**config.mk**
```make
export PLATFORM = sky130hd
export DESIGN_NAME = rr_arbiter_2to4
export DESIGN_NICKNAME = d
export VERILOG_FILES = /design/src/rtl/rr_arbiter_2to4_pkg.sv /design/src/rtl/decoder_2_to_4_enable_2.sv /design/src/rtl/rr_arbiter_2to4.sv
export SDC_FILE = /design/constraint.sdc
export NUM_CORES = 1
export LEC_CHECK = 0
export ABC_CLOCK_PERIOD_IN_PS = 2400
export BUFFER_PORTS_ARGS = -buffer_cell sky130_fd_sc_hd__buf_2
export CORE_UTILIZATION = 51
export CTS_CLUSTER_SIZE = 8
export DETAILED_ROUTE_END_ITERATION = 8
export GPL_ROUTABILITY_DRIVEN = 0
export GPL_TIMING_DRIVEN = 0
export PLACE_DENSITY = 0.72
export SYNTH_ARGS = -nofsm -noshare
export SYNTH_HDL_FRONTEND = slang
export SYNTH_SLANG_ARGS = --single-unit
```
**constraint.sdc**
```tcl
create_clock -name clk -period 2.4 [get_ports clk]
set_input_delay 0.72 -clock clk [delete_from_list [all_inputs] [get_ports clk]]
set_output_delay 0.72 -clock clk [all_outputs]
set_load 0.05 [all_outputs]
```
**src/rtl/rr_arbiter_2to4_pkg.sv**
```systemverilog
// Shared types and sizes for the four-way round-robin arbiter.
package rr_arbiter_2to4_pkg;

    localparam int unsigned NUM_REQ = 4;
    localparam int unsigned IDX_W   = 2;
    localparam int unsigned HOLD_W  = 8;

    typedef enum logic {
        IDLE  = 1'b0,
        GRANT = 1'b1
    } state_e;

endpackage

```
**src/rtl/decoder_2_to_4_enable_2.sv**
```systemverilog
// Dataflow 2-to-4 decoder with enable; A is the index MSB, B the LSB.
module decoder_2_to_4_enable_2 (
    input  logic       EN,
    input  logic       A,
    input  logic       B,
    output logic [3:0] Q
);

    assign Q[0] = EN & ~A & ~B;
    assign Q[1] = EN & ~A &  B;
    assign Q[2] = EN &  A & ~B;
    assign Q[3] = EN &  A &  B;

endmodule

```
**src/rtl/rr_arbiter_2to4.sv**
```systemverilog
// Four-requester round-robin arbiter with optional hold-time preemption;
// the registered owner index is decoded into a one-hot grant.
module rr_arbiter_2to4
    import rr_arbiter_2to4_pkg::*;
#(
    parameter int unsigned MAX_HOLD = 8
) (
    input  logic                 clk,
    input  logic                 rst,
    input  logic                 en,
    input  logic [NUM_REQ-1:0]   req,
    output logic [NUM_REQ-1:0]   gnt,
    output logic [IDX_W-1:0]     gnt_idx,
    output logic                 gnt_valid
);

    localparam bit                PREEMPT_EN = (MAX_HOLD != 0);
    localparam logic [HOLD_W-1:0] HOLD_LAST  = (MAX_HOLD == 0) ? '0 : HOLD_W'(MAX_HOLD - 1);
    localparam logic [HOLD_W-1:0] HOLD_SAT   = {HOLD_W{1'b1}};

    state_e              state_q, state_d;
    logic [IDX_W-1:0]    idx_q, idx_d;
    logic [IDX_W-1:0]    last, last_d;
    logic [HOLD_W-1:0]   hold_cnt, hold_cnt_d;
    logic                valid_d;

    logic [NUM_REQ-1:0]  owner_mask;
    logic [NUM_REQ-1:0]  others;
    logic [IDX_W-1:0]    pick_any;
    logic [IDX_W-1:0]    pick_other;

    // First set bit scanning base+1, base+2, ... wrapping; nearest candidate wins.
    function automatic logic [IDX_W-1:0] rr_pick(input logic [NUM_REQ-1:0] r,
                                                 input logic [IDX_W-1:0]   base);
        logic [IDX_W-1:0] idx;
        rr_pick = base;
        for (int k = NUM_REQ; k >= 1; k--) begin
            idx = base + IDX_W'(k);
            if (r[idx]) rr_pick = idx;
        end
    endfunction

    assign owner_mask = NUM_REQ'(1) << idx_q;
    assign others     = req & ~owner_mask;
    assign pick_any   = rr_pick(req, last);
    assign pick_other = rr_pick(others, last);

    always_ff @(posedge clk) begin
        if (rst) begin
            state_q   <= IDLE;
            idx_q     <= '0;
            last      <= 2'b11;
            hold_cnt  <= '0;
            gnt_valid <= 1'b0;
        end else begin
            state_q   <= state_d;
            idx_q     <= idx_d;
            last      <= last_d;
            hold_cnt  <= hold_cnt_d;
            gnt_valid <= valid_d;
        end
    end

    always_comb begin
        state_d    = state_q;
        idx_d      = idx_q;
        last_d     = last;
        hold_cnt_d = hold_cnt;

        case (state_q)
            IDLE: begin
                if (en && (|req)) begin
                    state_d    = GRANT;
                    idx_d      = pick_any;
                    last_d     = pick_any;
                    hold_cnt_d = '0;
                end
            end
            GRANT: begin
                if (!en) begin
                    state_d = IDLE;
                end else if (!req[idx_q]) begin
                    // Owner released: hand over without a bubble, or go idle.
                    if (|others) begin
                        idx_d      = pick_other;
                        last_d     = pick_other;
                        hold_cnt_d = '0;
                    end else begin
                        state_d = IDLE;
                    end
                end else if (PREEMPT_EN && (hold_cnt == HOLD_LAST) && (|others)) begin
                    idx_d      = pick_other;
                    last_d     = pick_other;
                    hold_cnt_d = '0;
                end else if (hold_cnt != HOLD_SAT) begin
                    hold_cnt_d = hold_cnt + HOLD_W'(1);
                end
            end
            default: state_d = IDLE;
        endcase

        valid_d = (state_d == GRANT);
    end

    assign gnt_idx = idx_q;

    decoder_2_to_4_enable_2 u_dec (
        .EN (gnt_valid),
        .A  (idx_q[1]),
        .B  (idx_q[0]),
        .Q  (gnt)
    );

endmodule

```
Word level (Yosys, flattened, before mapping) --
Cells that the tools add are included. Widths: inputs -> output; s select.
Storage, ports and cells: output and inout bits 7, bits in registers 13, input port bits 7, word-level logic and storage cells 75
Cells by class: add/sub/neg operators 4, muxes and demuxes 38, bitwise gates (word level) 11, shift operators 1, reduce and logical (&&, ||, !) cells 6, $lt $le $gt $ge 4, eq/ne operators 7
Operators with widths (number):
- $mux 8 | 6
- $mux 2 | 11
- $pmux 8 s2 | 1
- $bmux 1 s2 | 7
- $lt 2x3->1 const B | 4
- $mux 1 | 11
- $add 8x1->8 const B | 1
- $eq 8x3->1 const B | 1
- $ne 8x8->1 const B | 1
- $reduce_and 4->1 | 2
- $reduce_or 4->1 | 2
- $and 1x1->1 | 6
- $add 2x2->2 const B | 2
- $and 4x4->4 | 1
- $ne 2x2->1 const B | 2
- $ne 4x2->1 const B | 1
- $not 4->4 | 1
- $pmux 2 s2 | 1
- $shl 1x2->4 const A | 1
- $ne 3x1->1 const B | 1
- $ne 3x2->1 const B | 1
- $not 1->1 | 3
- $add 2x1->2 const B | 1
- $logic_and 1x1->1 | 2
- $pmux 1 s2 | 1

Logic depth before layout (Yosys ltp) --
Gate-level depths: netlist (run 1).
depth in word-level cells 12, depth in mapped cells 8, mapped depth without buffers 7

Modules after synthesis --
From an unflattened synthesis (run 1), not the netlist that was laid out.
Unflattened totals: cell total of the unflattened synthesis 133, area total of the unflattened synthesis 1056.0 um2
By module, submodules not included:
- rr_arbiter_2to4 | sequential area each 260.2 um2, times used 1, area an instance 1018.5 um2, cells an instance 129
- decoder_2_to_4_enable_2 | sequential area each 0.0 um2, times used 1, area an instance 37.5 um2, cells an instance 4

Worst setup path after synthesis (run 1) --
No wires, ideal clock.
path type register -> output, start reg, netlist name state_q, end out gnt[0], required time 1.680 ns, buffers on the path 1, data arrival time 2.291 ns, slack -0.611 ns, stages on the path, launching flop included 4, cells stage by stage dfxtp_1 -> buf_1 -> inv_1 -> nor3_1
RTL lines:
- end: declaration | RTL line rr_arbiter_2to4.sv:12 | output logic [NUM_REQ-1:0] gnt,

Worst setup path after layout (run 1) --
start reg idx_q[1], in the netlist gnt_idx[1], end out gnt[3]
Between the ends: longest elaborated chain between the ends 2
Ends and longest elaborated chain:
- start: declaration | RTL line rr_arbiter_2to4.sv:22 | logic [IDX_W-1:0] idx_q, idx_d;
- start signal: assignment | RTL line rr_arbiter_2to4.sv:57 | idx_q <= idx_d;
- $and 1x1->1 (2 in a row) | RTL line decoder_2_to_4_enable_2.sv:12 | assign Q[3] = EN & A & B;
No other way between the ends.

==> results.py, run 1 <==
metrics = {
    "cts": {
        "cts_buffer_depth": 2,
        "numCtsBuffers": 3,
        "clock_latency_ps": 280,
        "clock-sinks": 13,
        "cts.clk_slew.worst_paths_ps": 80,
        "root_buffer": "clkbuf_4",
        "cts_hold_buf": 0,
        "ctsHtreeMaxLevel": 1,
        "cts_tree": "done",
    },
    "hold_path": {
        "hold_depth": 2,
        "hold_class": "reg2reg",
        "min_from": "hold_cnt[1]$_SDFFE_PP0P_",
        "min_to": "hold_cnt[1]$_SDFFE_PP0P_",
    },
    "sta": {
        "fin_crit_sh_pct": 95.9,
        "report.final.slew_viol_count": 0,
        "clock_skew_ps": 2.79,
        "hold_ws_ps": 537,
        "relSlewSlack_pct": 69.6,
        "setup_viol": 0,
        "tns_ps": 0,
        "final_hold_viol_count": 0,
        "min_period_ps": 2300,
        "rsz0062_at_grt": "false",
        "fmax_mhz": 435,
        "worst_slew_pin_slew_ps": 457,
    },
    "layout": {
        "seqCellArea_um2": 262,
        "antenna_cells": 0,
        "nFillCells": 176,
        "multi_input_area_um2": 798,
        "layout.nets": 155,
        "fin_area_mm2": 0.00131,
        "finalNonFillerCells": 173,
        "area_growth_pct": 16.8,
        "layout-drive-gt1-share_pct": 34.2,
    },
    "floorplanning": {
        "design.core.area_mm2": 0.00202,
        "dieArea_mm2": 0.00240,
        "boundaryPins": 14,
        "rows": 16,
        "die_h_um": 49.0,
        "die_x_um": 49.0,
        "start_util_pct": 55.6,
    },
    "setup_path": {
        "path_cells": "buf_2 > inv_1 > nor3_4 > buf_2",
        "regToRegSetupSlack_ps": 360,
        "crit_top_cell": "buf_2",
        "endpoint_kind": "output port",
        "reg2reg_depth": 7,
        "slowest_stage": "dfxtp_1",
        "r2r_end": "hold_cnt[5]$_SDFFE_PP0P_",
        "start_kind": "flip-flop",
        "critPathKind": "reg2out",
        "critPathRequiredTime_ps": 1680,
        "rr_startpoint": "gnt_idx[0]$_SDFFE_PP0P_",
        "cp_max_fo": 10,
        "max_stage_delay_ps": 350,
        "arrival_ps": 1580,
        "cp-startpoint": "gnt_idx[1]$_SDFFE_PP0P_",
    },
    "placed_design": {
        "dpl-instance-area_mm2": 0.00126,
        "io_buffers": 12,
        "dp_hpwl_um": 1870,
        "placed_cells": 167,
    },
    "flow_run": {
        "maxCapViolations": 0,
    },
    "grt": {
        "gr-usage-all-layers_pct": 23.4,
        "first_global_vias": 973,
        "grt_max_degree": 14,
        "grt_overflow": 0,
        "grt_pass1_wl_um": 4380,
        "antenna_found_initial": 0,
    },
    "yosys": {
        "ys_seq_area_share_pct": 23.1,
        "synth_cell_types": 55,
        "syn_area_mm2": 0.00112,
        "async_flop_share_pct": 0,
        "postSynthCellCount": 128,
        "synth_warnings": 0,
        "syn_nets": 136,
        "avgSynthCellArea_um2": 8.79,
        "ys_ff_latch": 13,
        "synth_edf_count": 0,
        "ys.flop_type": "dfxtp_1",
    },
    "route": {
        "viasPerCell": 6.21,
        "wl_um": 2530,
        "drc": 0,
        "ant_nets": 0,
        "avgRoutedWirePerCell_um": 14.6,
        "vias": 1075,
        "firstDrtPassIters": 5,
        "drt_iter0_drc": 43,
    },
    "status": {
        "outcome": "complete, no violations",
    },
    "power_and_ir_drop": {
        "pwr_density_cell_mw_per_mm2": 540,
        "max-vdd-ir-drop_mv": 0.472,
        "cellLeakagePower_nw": 0.513,
        "finalPower_w": 0.000709,
    },
}
[final cells by class]
cell class                      instances  share of cell area, %
Sequential cell                        13                   19.9
Buffer                                 12                   6.48
Timing Repair Buffer                   15                   6.29
Clock buffer                            4                   2.00
Multi-Input combinational cell         96                   60.8
Tap cell                               27                   2.57
Inverter                                6                   2.00
[Yosys cell counts, types with 2 or more instances]
| cell | count | area share [%] |
|---|---|---|
| buf_4 | 3 | 2.0 |
| nand2_1 | 5 | 1.7 |
| and3b_1 | 2 | 1.6 |
| and3_1 | 4 | 2.2 |
| nor4_1 | 2 | 1.1 |
| mux4_2 | 2 | 4.0 |
| nand4_1 | 2 | 1.1 |
| o21ai_2 | 2 | 1.6 |
| inv_1 | 6 | 2.0 |
| a211oi_1 | 2 | 1.3 |
| buf_2 | 5 | 2.2 |
| mux2i_1 | 3 | 2.7 |
| xor2_1 | 5 | 3.9 |
| or4_1 | 2 | 1.3 |
| dfxtp_1 | 13 | 23 |
| nand3b_1 | 2 | 1.3 |
| buf_6 | 3 | 3.0 |
| o21ai_0 | 3 | 1.3 |
| nor2_1 | 10 | 3.3 |
| o2111ai_1 | 4 | 3.1 |
| xnor2_1 | 3 | 2.3 |
| o22ai_1 | 2 | 1.1 |
| a31oi_1 | 4 | 2.2 |
| nor3_1 | 8 | 3.6 |
[flip-flops by register name, indices dropped and copies added (netlist names)]
register  flops
state_q       1
gnt_idx       2
last          2
hold_cnt      8
[how the worst max path moves through the flow]
| stage | end |
|---|---|
| floorplan | gnt[0] |
| global placement | hold_cnt[4]$_SDFFE_PP0P_ |
| detailed placement | hold_cnt[5]$_SDFFE_PP0P_ |
| CTS | gnt[3] |
| global route | gnt[0] |
| finish | gnt[3] |
[power by group]
| group | total, W | leakage [nW] | internal [W] | switching (W) |
|---|---|---|---|---|
| sequential | 0.000239 | 0.106 | 0.000228 | 0.0000110 |
| combinational | 0.000329 | 0.391 | 0.000131 | 0.000198 |
| clock | 0.000141 | 0.0150 | 0.0000645 | 0.0000768 |
[through the flow]
step                      util [%]  setup WS [ps]
after floorplan                  -           45.8
after global placement        62.6          -72.7
after detailed placement      62.6          -89.8
after CTS                     65.0           90.0
after global routing          65.0           25.0
final                         65.0           98.9
[layout by cell type, fill, tap and decap left out, types with 4 or more instances in the layout]
cell type,count
buf_2,17
dfxtp_1,12
nor2_1,10
buf_4,6
inv_1,5
nand2_1,5
xor2_1,5
nor3_4,4
a31oi_1,4
and3_1,4
o2111ai_1,4
nor3_1,4
[what timing repair did]
item | 4_1_cts | 5_1_grt
gates resized for setup | 1 | 0
setup buffers | 3 | 0
endpoints found under the setup margin | 4 | 0
[layer usage]
layer | wire length [um] | vias to the layer above | GRT usage (%)
li1 | - | 517 | -
met1 | 1150 | 496 | 31.2
met2 | 1150 | 54 | 37.5
met3 | 198 | 8 | 6.54
met4 | 36 | 0 | 4.90
met5 | 0 | - | 0
[kinds of logic (layout without fill, tap and decap cells)]
logic type / after synthesis / count (layout) / share of synthesized area, %
flops: 13 / 13 / 23.1
compound gates: 33 / 33 / 26.0
xor+xnor: 9 / 9 / 7.68
mux: 6 / 6 / 7.67
simple gates: 47 / 47 / 24.5
buf+inv: 19 / 37 / 9.90
fa+ha+maj: 1 / 1 / 1.11
[critical path: cells and delay by family (launching register included)]
kind / cells / cell delay [ps]
buffers and inverters: 3 / 750
flip-flops: 1 / 350
AND/OR/NAND/NOR: 1 / 200
Power figures use the tool's default switching activity.
==> run 2: changes to the inputs <==
--- a/config.mk
+++ b/config.mk
@@ -5,14 +5,14 @@
 export SDC_FILE = /design/constraint.sdc
 export NUM_CORES = 1
 export LEC_CHECK = 0
-export ABC_CLOCK_PERIOD_IN_PS = 2400
+export ABC_CLOCK_PERIOD_IN_PS = 2100
 export BUFFER_PORTS_ARGS = -buffer_cell sky130_fd_sc_hd__buf_2
 export CORE_UTILIZATION = 51
 export CTS_CLUSTER_SIZE = 8
 export DETAILED_ROUTE_END_ITERATION = 8
 export GPL_ROUTABILITY_DRIVEN = 0
 export GPL_TIMING_DRIVEN = 0
-export PLACE_DENSITY = 0.72
+export PLACE_DENSITY = 0.74
 export SYNTH_ARGS = -nofsm -noshare
 export SYNTH_HDL_FRONTEND = slang
 export SYNTH_SLANG_ARGS = --single-unit
==> constraint.sdc (replaced) <==
create_clock -name clk -period 2.1 [get_ports clk]
set_input_delay 0.63 -clock clk [delete_from_list [all_inputs] [get_ports clk]]
set_output_delay 0.63 -clock clk [all_outputs]
set_load 0.05 [all_outputs]
==> run 2 against run 1 <==
Effect of this change: via count up 1.5%; sequential power up 13%; count of clock-buffer cells in the layout unchanged; global-route usage down 0.98 points; hold slack worse by 9.8 ps; clock skew up 3.2 ps; design area up 8.5%; die area unchanged; routed wire length up 6.0%; sequential share of layout area down 1.4 points; core utilization up 5.5 points; worst setup slack worse by 65 ps; largest power group unchanged.
==> results.py, run 2 (synthesis gave the netlist of run 1 again) <==
metrics = {
    "status": {
        "outcome": "complete, no violations",
    },
    "setup_path": {
        "arrival_ps": 2240,
        "critPathKind": "in2reg",
        "cp-startpoint": "req[2]",
        "cpLargestDelayFamily": "multiplexers",
        "start_kind": "input port",
        "r2r_end": "hold_cnt[4]$_SDFFE_PP0P_",
        "regToRegSetupSlack_ps": 70,
        "max_stage_delay_ps": 520,
        "cp.buffers_inverters": 3,
        "crit_top_cell": "buf_6",
        "endpoint_kind": "flip-flop",
        "critPathRequiredTime_ps": 2270,
        "slowest_stage": "mux4_2",
        "reg2reg_depth": 7,
        "rr_startpoint": "gnt_idx[0]$_SDFFE_PP0P_",
        "path_cells": "buf_2 > buf_6 > mux4_2 > a31o_1 > a21oi_4 > or2_1 > buf_6 > nor2_1",
        "cp_max_fo": 10,
    },
    "sta": {
        "clock_skew_ps": 6.00,
        "setup_viol": 0,
        "fmax_mhz": 484,
        "final_hold_viol_count": 0,
        "report.final.slew_viol_count": 0,
        "worst_slew_pin_slew_ps": 461,
        "min_period_ps": 2070,
        "relSlewSlack_pct": 69.3,
        "fin_crit_sh_pct": 98.4,
    },
    "layout": {
        "area_growth_pct": 26.7,
        "multi_input_area_um2": 837,
        "fin_area_mm2": 0.00143,
        "regMostFlops": "hold_cnt",
        "largest_reg_flops": 8,
        "final_common_cell": "dfxtp_1",
        "nFillCells": 156,
        "most-common-layout-cells": "12 x dfxtp_1, 11 x buf_6, 10 x buf_2, 10 x nor2_1, 8 x buf_4",
        "layout.nets": 158,
        "final_core_util_pct": 70.5,
        "seqCellArea_um2": 264,
        "layout-drive-gt1-share_pct": 38.3,
        "antenna_cells": 0,
    },
    "grt": {
        "grtUsageMet2_pct": 31.0,
        "grt_overflow": 0,
        "grtUsageMet3_pct": 6.23,
        "first_global_vias": 914,
        "busiest_layer": "met1",
        "gr-usage-all-layers_pct": 22.4,
        "antenna_found_initial": 0,
        "grt_max_degree": 11,
        "met1_usage_pct": 34.2,
        "grt_pass1_wl_um": 4210,
    },
    "cts": {
        "cts_tree": "done",
        "cts_buffer_depth": 2,
        "numCtsBuffers": 3,
        "cts.clk_slew.worst_paths_ps": 80,
        "root_buffer": "clkbuf_4",
        "clock-sinks": 13,
        "ctsHtreeMaxLevel": 1,
        "clock_latency_ps": 280,
    },
    "route": {
        "vias": 1091,
        "drt_iter0_drc": 26,
        "firstDrtPassIters": 4,
        "avgRoutedWirePerCell_um": 15.3,
        "ant_nets": 0,
        "drc": 0,
        "wl_um": 2690,
        "viasPerCell": 6.20,
    },
    "floorplanning": {
        "boundaryPins": 14,
        "start_util_pct": 55.6,
        "design.core.area_mm2": 0.00202,
        "die_h_um": 49.0,
        "rows": 16,
        "die_x_um": 49.0,
        "dieArea_mm2": 0.00240,
    },
    "hold_path": {
        "hold_depth": 2,
        "min_from": "hold_cnt[1]$_SDFFE_PP0P_",
        "min_to": "hold_cnt[1]$_SDFFE_PP0P_",
        "hold_class": "reg2reg",
    },
    "power_and_ir_drop": {
        "pwr_density_cell_mw_per_mm2": 592,
        "max-vdd-ir-drop_mv": 0.442,
        "cellLeakagePower_nw": 0.544,
    },
    "placed_design": {
        "dpl-instance-area_mm2": 0.00129,
        "dp_hpwl_um": 1810,
        "io_buffers": 12,
    },
    "flow_run": {
        "maxCapViolations": 0,
    },
}
==> run 2: changes by cell type in the layout (fill, tap and decap cells not counted), sizes merged <==
cell  delta
buf      +3
==> run 2: worst register-to-register path, stage by stage (launching register included) <==
cell	delay (ps)
dfxtp_1	340
buf_6	170
mux4_2	570
a31o_1	280
a21oi_4	230
or2_1	160
buf_6	120
nor2_1	50
==> run 2: stage by stage <==
| stage | setup slack (ps) | total power (W) | TNS, ps | cells | hold slack (ps) |
|---|---|---|---|---|---|
| global route | -29.5 | 0.000895 | -165 | 176 | 566 |
| finish | 33.9 | 0.000844 | 0 | 176 | 527 |
| detailed placement | -237 | 0.000659 | -2490 | 167 | 514 |
| CTS | 16.9 | 0.000825 | 0 | 175 | 534 |
| global placement | -219 | 0.000651 | -2180 | 167 | 509 |
| floorplan | -9.30 | 0.000596 | -9.30 | 128 | 479 |
==> run 2: how the worst max path moves through the flow <==
stage,end,slack (ps),cells after the start
after floorplan,gnt[0],-9,3
after global placement,last[1]$_SDFFE_PP1P_,-220,8
after detailed placement,hold_cnt[6]$_SDFFE_PP0P_,-240,7
after CTS,gnt[0],20,5
after global routing,hold_cnt[3]$_SDFFE_PP0P_,-30,7
final,hold_cnt[4]$_SDFFE_PP0P_,30,8
==> run 2: final cells by class <==
class                      count  share of cell area (%)
multi-input combinational     96                    58.7
sequential                    13                    18.5
timing repair buffer          17                    8.60
buffer                        13                    8.08
tap                           27                    2.37
clock buffer                   4                    1.84
inverter                       6                    1.84
==> run 2: power breakdown <==
| part | switching, W | leakage [nW] | internal [W] |
|---|---|---|---|
| combinational | 0.000245 | 0.423 | 0.000176 |
| sequential | 0.0000103 | 0.107 | 0.000260 |
| clock | 0.0000794 | 0.0150 | 0.0000738 |
==> run 2: what timing repair did <==
action / CTS / global route
buffers inserted: 4 / 1
resized for setup: 7 / 12
setup endpoints to repair: 4 / 11
hold buffers: 0 / 0
==> run 2: per-layer routing <==
| metal | share of wire (%) | vias to the layer above |
|---|---|---|
| met5 | 0 | - |
| met4 | 0.52 | 0 |
| met3 | 9.0 | 5 |
| met2 | 45 | 58 |
| met1 | 45 | 505 |
| li1 | - | 523 |
